### src/rtl/msp430_noc_pkg.sv
// Shared constants for the MSP430 tile NoC interface: default flit width and
// default buffer depth used by the NoC buffer and its storage.
package msp430_noc_pkg;

  localparam int unsigned NOC_FLIT_WIDTH   = 32;
  localparam int unsigned NOC_BUFFER_DEPTH = 4;

endpackage : msp430_noc_pkg

### src/rtl/msp430_noc_buffer_mem.sv
// DEPTH x (FLIT_WIDTH+1) flit storage for the NoC buffer: one synchronous
// write port, one asynchronous read port. Entry layout is {last, flit}.
module msp430_noc_buffer_mem
  import msp430_noc_pkg::*;
#(
  parameter int FLIT_WIDTH = NOC_FLIT_WIDTH,
  parameter int DEPTH      = NOC_BUFFER_DEPTH
) (
  input  logic                       clk,
  input  logic                       wr_en,
  input  logic [$clog2(DEPTH)-1:0]   wr_addr,
  input  logic [FLIT_WIDTH:0]        wr_data,
  input  logic [$clog2(DEPTH)-1:0]   rd_addr,
  output logic [FLIT_WIDTH:0]        rd_data
);

  logic [FLIT_WIDTH:0] mem [DEPTH];

  // NOTE: storage has no reset; validity comes from the pointers and
  // occupancy in the controller, so stale contents are never observed.
  always_ff @(posedge clk) begin
    if (wr_en) begin
      mem[wr_addr] <= wr_data;
    end
  end

  assign rd_data = mem[rd_addr];

endmodule : msp430_noc_buffer_mem

### src/rtl/msp430_noc_buffer.sv
// Flit buffer between an MSP430 tile NoC port and a mesh router input.
// Cut-through by default; define MSP430_NOC_BUFFER_STORE_FORWARD_EN for store-and-forward.
module msp430_noc_buffer
  import msp430_noc_pkg::*;
#(
  parameter int FLIT_WIDTH = NOC_FLIT_WIDTH,
  parameter int DEPTH      = NOC_BUFFER_DEPTH
) (
  input  logic                         clk,
  input  logic                         rst,
  input  logic [FLIT_WIDTH-1:0]        in_flit,
  input  logic                         in_last,
  input  logic                         in_valid,
  output logic                         in_ready,
  output logic [FLIT_WIDTH-1:0]        out_flit,
  output logic                         out_last,
  output logic                         out_valid,
  input  logic                         out_ready,
  output logic [$clog2(DEPTH+1)-1:0]   occupancy
);

  localparam int AW = $clog2(DEPTH);
  localparam int CW = $clog2(DEPTH+1);
  localparam logic [CW-1:0] FULL_COUNT = CW'(DEPTH);

  logic [AW-1:0]       wr_ptr;
  logic [AW-1:0]       rd_ptr;
  logic [CW-1:0]       occ_q;
  logic                ready_en_q;
  logic                push;
  logic                pop;
  logic [FLIT_WIDTH:0] rd_data;

  // ready_en_q keeps in_ready low through reset and raises it on the first edge after release.
  assign in_ready  = ready_en_q && (occ_q != FULL_COUNT);
  assign push      = in_valid && in_ready;
  assign pop       = out_valid && out_ready;
  assign occupancy = occ_q;

  // NOTE: sequential state uses non-blocking assignments so every register
  // samples the pre-edge values of its neighbours.
  always_ff @(posedge clk or negedge rst) begin
    if (!rst) begin
      wr_ptr     <= '0;
      rd_ptr     <= '0;
      occ_q      <= '0;
      ready_en_q <= 1'b0;
    end else begin
      ready_en_q <= 1'b1;
      if (push) wr_ptr <= wr_ptr + AW'(1);
      if (pop)  rd_ptr <= rd_ptr + AW'(1);
      case ({push, pop})
        2'b10:   occ_q <= occ_q + CW'(1);
        2'b01:   occ_q <= occ_q - CW'(1);
        default: occ_q <= occ_q;
      endcase
    end
  end

`ifdef MSP430_NOC_BUFFER_STORE_FORWARD_EN
  // Count of complete packets held; a full buffer releases its head anyway so
  // packets longer than DEPTH cannot deadlock.
  logic [CW-1:0] pkt_q;

  always_ff @(posedge clk or negedge rst) begin
    if (!rst) begin
      pkt_q <= '0;
    end else begin
      case ({push && in_last, pop && out_last})
        2'b10:   pkt_q <= pkt_q + CW'(1);
        2'b01:   pkt_q <= pkt_q - CW'(1);
        default: pkt_q <= pkt_q;
      endcase
    end
  end

  assign out_valid = (occ_q != '0) && ((pkt_q != '0) || (occ_q == FULL_COUNT));
`else
  assign out_valid = (occ_q != '0);
`endif

  msp430_noc_buffer_mem #(
    .FLIT_WIDTH (FLIT_WIDTH),
    .DEPTH      (DEPTH)
  ) u_mem (
    .clk     (clk),
    .wr_en   (push),
    .wr_addr (wr_ptr),
    .wr_data ({in_last, in_flit}),
    .rd_addr (rd_ptr),
    .rd_data (rd_data)
  );

  assign {out_last, out_flit} = rd_data;

endmodule : msp430_noc_buffer
### config.mk
export PLATFORM = sky130hd
export DESIGN_NAME = msp430_noc_buffer
export DESIGN_NICKNAME = d
export VERILOG_FILES = /design/src/rtl/msp430_noc_pkg.sv /design/src/rtl/msp430_noc_buffer_mem.sv /design/src/rtl/msp430_noc_buffer.sv
export SDC_FILE = /design/constraint.sdc
export NUM_CORES = 1
export LEC_CHECK = 0
export ABC_AREA = 1
export CAP_MARGIN = 10
export CORE_MARGIN = 1
export CORE_UTILIZATION = 45
export CTS_BUF_LIST = sky130_fd_sc_hd__clkbuf_4 sky130_fd_sc_hd__clkbuf_8 sky130_fd_sc_hd__clkbuf_16
export CTS_CLUSTER_DIAMETER = 40
export DETAILED_ROUTE_END_ITERATION = 10
export PLACE_DENSITY_LB_ADDON = 0.2
export SETUP_SLACK_MARGIN = 0.4
export SYNTH_ARGS = -nofsm -noshare
export SYNTH_HDL_FRONTEND = slang
export SYNTH_SLANG_ARGS = --single-unit
### constraint.sdc
create_clock -name clk -period 3.57 [get_ports clk]
set_input_delay 0.714 -clock clk [delete_from_list [all_inputs] [get_ports clk]]
set_output_delay 0.714 -clock clk [all_outputs]
set_load 0.01 [all_outputs]
### After elaboration in Yosys (flattened, before gate mapping)

Memories as Yosys holds them, arrays and structs flattened.
Cells that the tools add are included.

* register bits: 8
* RAM bits: 132
* input port bits: 37
* word-level logic and storage cells: 20
* memories: 1

Memory list
* u_mem.mem: words 4, width 33, read ports 1, clocked after memory_dff 0, write ports 1, line msp430_noc_buffer_mem.sv:17 `logic [FLIT_WIDTH:0] mem [DEPTH];`

* add/subtract/negate cells: 4
* equal/unequal tests: 3
* muxes and demuxes: 3
* reduce and logical (&&, ||, !) cells: 5

Operator list (number)
* case mux 3 bit (2 select lines): 1
* adder 2 x 1 -> 2 bit (second input constant): 2
* adder 3 x 1 -> 3 bit (second input constant): 1
* logical AND 1 bit: 3
* != test 3 bit (second input constant): 1
* nonzero test 3 bit: 1
* subtractor 3 x 1 -> 3 bit (second input constant): 1
* == test 2 x 1 -> 1 bit (second input constant): 1
* == test 2 bit (second input constant): 1
* two-way mux 1 bit: 2
* nonzero test 2 bit: 1

### Logic depth before layout (Yosys ltp)

* depth in word-level cells: 5
* gate-level depth with buffers: 12

### Cells and area by module

A second synthesis with hierarchy kept.

* cell total of the unflattened synthesis: 578
* area total of the unflattened synthesis: 6008.3 um^2

Modules (own cells, without submodules)
* msp430_noc_buffer_mem: times used 1, cells an instance 525, area an instance 5556.6 um^2, seq. area each 3963.8 um^2
* msp430_noc_buffer: times used 1, cells an instance 53, area an instance 451.7 um^2, seq. area each 200.2 um^2

### Worst setup path after synthesis

Ideal clock, no wire load.

* kind: input-to-reg
* start point: input port in_valid
* end point: memory u_mem.mem[0][0] (netlist name), enable pin
* arrival time: 2.259 ns
* required time: 3.147 ns
* setup slack: 0.888 ns
* cell stages on the path: 2
* buffers on the path: 0
* cell sequence: nand3_2 -> nor2_1

* cells in the longest elaborated chain, start to end: 3

Ends and longest elaborated chain
* start, declared: line msp430_noc_buffer.sv:13 `input logic in_valid,`
* logical AND 1 bit: line msp430_noc_buffer.sv:36 `assign push = in_valid && in_ready;`
* two-way mux 1 bit: line msp430_noc_buffer_mem.sv:22 `if (wr_en) begin`
* two-way mux 1 bit (implied by the code): line msp430_noc_buffer_mem.sv:23 `mem[wr_addr] <= wr_data;`
* end, declared: line msp430_noc_buffer_mem.sv:17

No other way between the ends.

### Final worst setup path

* start point: register rd_ptr[1]
* end point: output port out_flit[6]

* cells in the longest elaborated chain, start to end: 1

Ends and longest elaborated chain
* start, declared: line msp430_noc_buffer.sv:27 `logic [AW-1:0] rd_ptr;`
* start signal, assigned: line msp430_noc_buffer.sv:51 `if (pop) rd_ptr <= rd_ptr + AW'(1);`
* memory read (4 x 33 bit)
* end, declared: line msp430_noc_buffer.sv:15 `output logic [FLIT_WIDTH-1:0] out_flit,`

No other way between the ends.

==> out/metrics.cfg <==
[outcome]
outcome = completed

[min_path]
min_path_type = reg -> reg
holdCritStartpoint = rd_ptr[1]$_DFFE_PN0P_

[cts]
cts_resized = 0
tritoncts = built
htreeDepth = 4
ctsHoldBuffers = 0
numCtsBuffers = 17
cts_root_buf = clkbuf_16
insertion_delay_ns = 0.40
cts_buffer_depth = 2
clk_pin_slew_ns = 0.05
cts_setup_buffers = 0
cts_sinks = 140

[synthesis]
yosysSeqAreaShare = 0.7571
synth_area_um2 = 5500
avgSynthCellArea_um2 = 13.22
synth_fp_nets = 459
synth-seq-cells = 140
synth.area.top_cells = edfxtp_1, o21ai_1, nor2_1
yosys.cell_types.count = 22
synth_top_area_frac = 0.7207
ys_warn_count = 0
synth_cells = 416
synth_top_area_cell = edfxtp_1

[drt]
via_per_inst = 5.155
first_pass_iters = 4
drtIter0Drc = 176
antenna_left = 0
drc = 0
wirelength_um = 10110
wire_per_inst_um = 15.51
dr_total_vias = 3361

[timing]
fin_setup_tns_ns = 0
setup_viol = 0
finalCritPeriodShare = 0.8513
period_minus_slack_ns = 3.039
max_slew_margin = 0.6446
rsz0062_at_grt = false
worst_hold_slack_ns = 0.5142
worst_slew_pin_slew_ns = 0.5332
drv_slew = 0
finalHoldViolCount = 0
fmax_mhz = 329.0
skew_ns = 0.005992

[placed_design]
io_buffers = 74
gp_congestion = 0.7471
dp.final_hpwl_um = 5519

[global_routing]
overflow = 0
grt_max_degree = 69
grt_antenna_before_repair = 0
track_usage = 0.1692
first_global_vias = 3174
grt_first_pass_wirelength_um = 15990

[layout]
final_cell_mix = edfxtp_1, nor2_1, o21ai_1
antenna_cells = 0
final_common_cell = edfxtp_1
nets = 536
drive_above_1_share = 0.08713
fin_util = 0.5888
multi_input_area_um2 = 1139
seqCellArea_um2 = 4165
nFillCells = 936
area_growth_pct = 28.05

[power]
power_leakage_uw = 0.002457
finalPower_uw = 6003
pwr_density_cell_nw_per_um2 = 852.3
peakVddDrop_mv = 0.4353

[floorplanning]
ios = 75
core_area_um2 = 11960
die_h_um = 112.6
dieArea_um2 = 12670
die_w_um = 112.6
std_cell_rows = 40
start_util = 0.4598

[worst_setup_path]
cp_cell_sequence = inv_2 > buf_12 > o21ai_0 > o21ai_1 > clkdlybuf4s50_1
critPathKind = reg -> out
start_kind = flip-flop
cp.required_ns = 2.86
arrival_ns = 2.33
worst_path_max_delay_cell = clkdlybuf4s50_1
cp_top_family = buffers and inverters
crit_buf_inv = 3
reg2reg_from = occupancy[0]$_DFFE_PN0P_
critPathLaunch = rd_ptr[1]$_DFFE_PN0P_
critPathCaptureType = output port
slowest_delay_ns = 0.58
cp_max_fo = 42

[run]
max_cap_violations = 0

[metal layers]
metal | share of wire | global-route usage | up-vias
li1 | - | - | 1633
met4 | 0.0048 | 0.05511 | 0
met2 | 0.50 | 0.2815 | 100
met5 | 0 | 0 | -
met1 | 0.45 | 0.2165 | 1623
met3 | 0.051 | 0.04536 | 5
[per-stage QoR]
step	std cells	instance area, µm²	setup WS [ns]
5_1_grt	652	7043	0.4302
2_1_floorplan	416	5500	0.8876
3_5_place_dp	621	6370	0.8595
6_report	652	7043	0.5308
4_1_cts	652	7037	0.4041
3_3_place_gp	621	6370	0.8997
[sequential cells by signal, summed over array words and instances (netlist names)]
| register | cells |
|---|---|
| ready_en_q | 1 |
| u_mem.mem | 132 |
| wr_ptr | 2 |
| rd_ptr | 2 |
| occupancy | 3 |
[synthesized netlist by cell type]
master / n
edfxtp_1: 132
nor2_1: 104
o21ai_1: 81
nand2_1: 19
o21ai_0: 19
inv_1: 13
buf_6: 9
dfrtp_1: 8
buf_2: 6
ha_1: 5
clkbuf_2: 3
nand3_1: 3
nand4_1: 3
buf_4: 2
clkbuf_1: 2
a21boi_0: 1
conb_1: 1
fa_1: 1
inv_2: 1
inv_4: 1
nand3_2: 1
xnor2_1: 1
[cell type report]
cell class,count,share of cell area
sequential,140,0.5914
timing repair buffer,80,0.1174
clock buffer,17,0.06040
tap,147,0.02611
clock inverter,14,0.03429
inverter,15,0.008705
multi-input combinational,239,0.1617
[worst reg2reg max path: stages (launching register included)]
cell,delay (ns)
dfrtp_1,0.41
nor2_1,0.21
nand2_1,0.13
nand3_2,0.25
ha_1,0.23
inv_1,0.07
fa_1,0.39
nand2_1,0.11
nand3_1,0.07
nand2_1,0.06
nand2_1,0.04
[report_power, final]
group / total, µW / internal [µW] / switching [µW]
clock: 1960 / 1310 / 649
sequential: 2070 / 2000 / 71.5
combinational: 1970 / 874 / 1090
[path summary, 6_finish.rpt]
kind                                            end  slack [ns]  depth (start not counted)
max                                     out_flit[6]        0.53                          5
min                           rd_ptr[1]$_DFFE_PN0P_        0.51                          2
max reg2reg                occupancy[2]$_DFFE_PN0P_        1.49                         10
min reg2reg                   rd_ptr[1]$_DFFE_PN0P_        0.51                          2
max in group asynchronous     rd_ptr[0]$_DFFE_PN0P_        2.66                          1
min in group asynchronous  occupancy[2]$_DFFE_PN0P_        0.61                          1
[cell families after synthesis]
logic type,Yosys count,share of synthesized area
and+or+nand+nor,130,0.09190
buffers and inverters,37,0.04140
other,1,0.0006818
xor gates and xnor gates,1,0.001593
AOI/OAI and AO/OA,101,0.09236
DFF,140,0.7571
adders and majority gates,6,0.01501
Note: power is estimated with default switching activity, not from simulation.
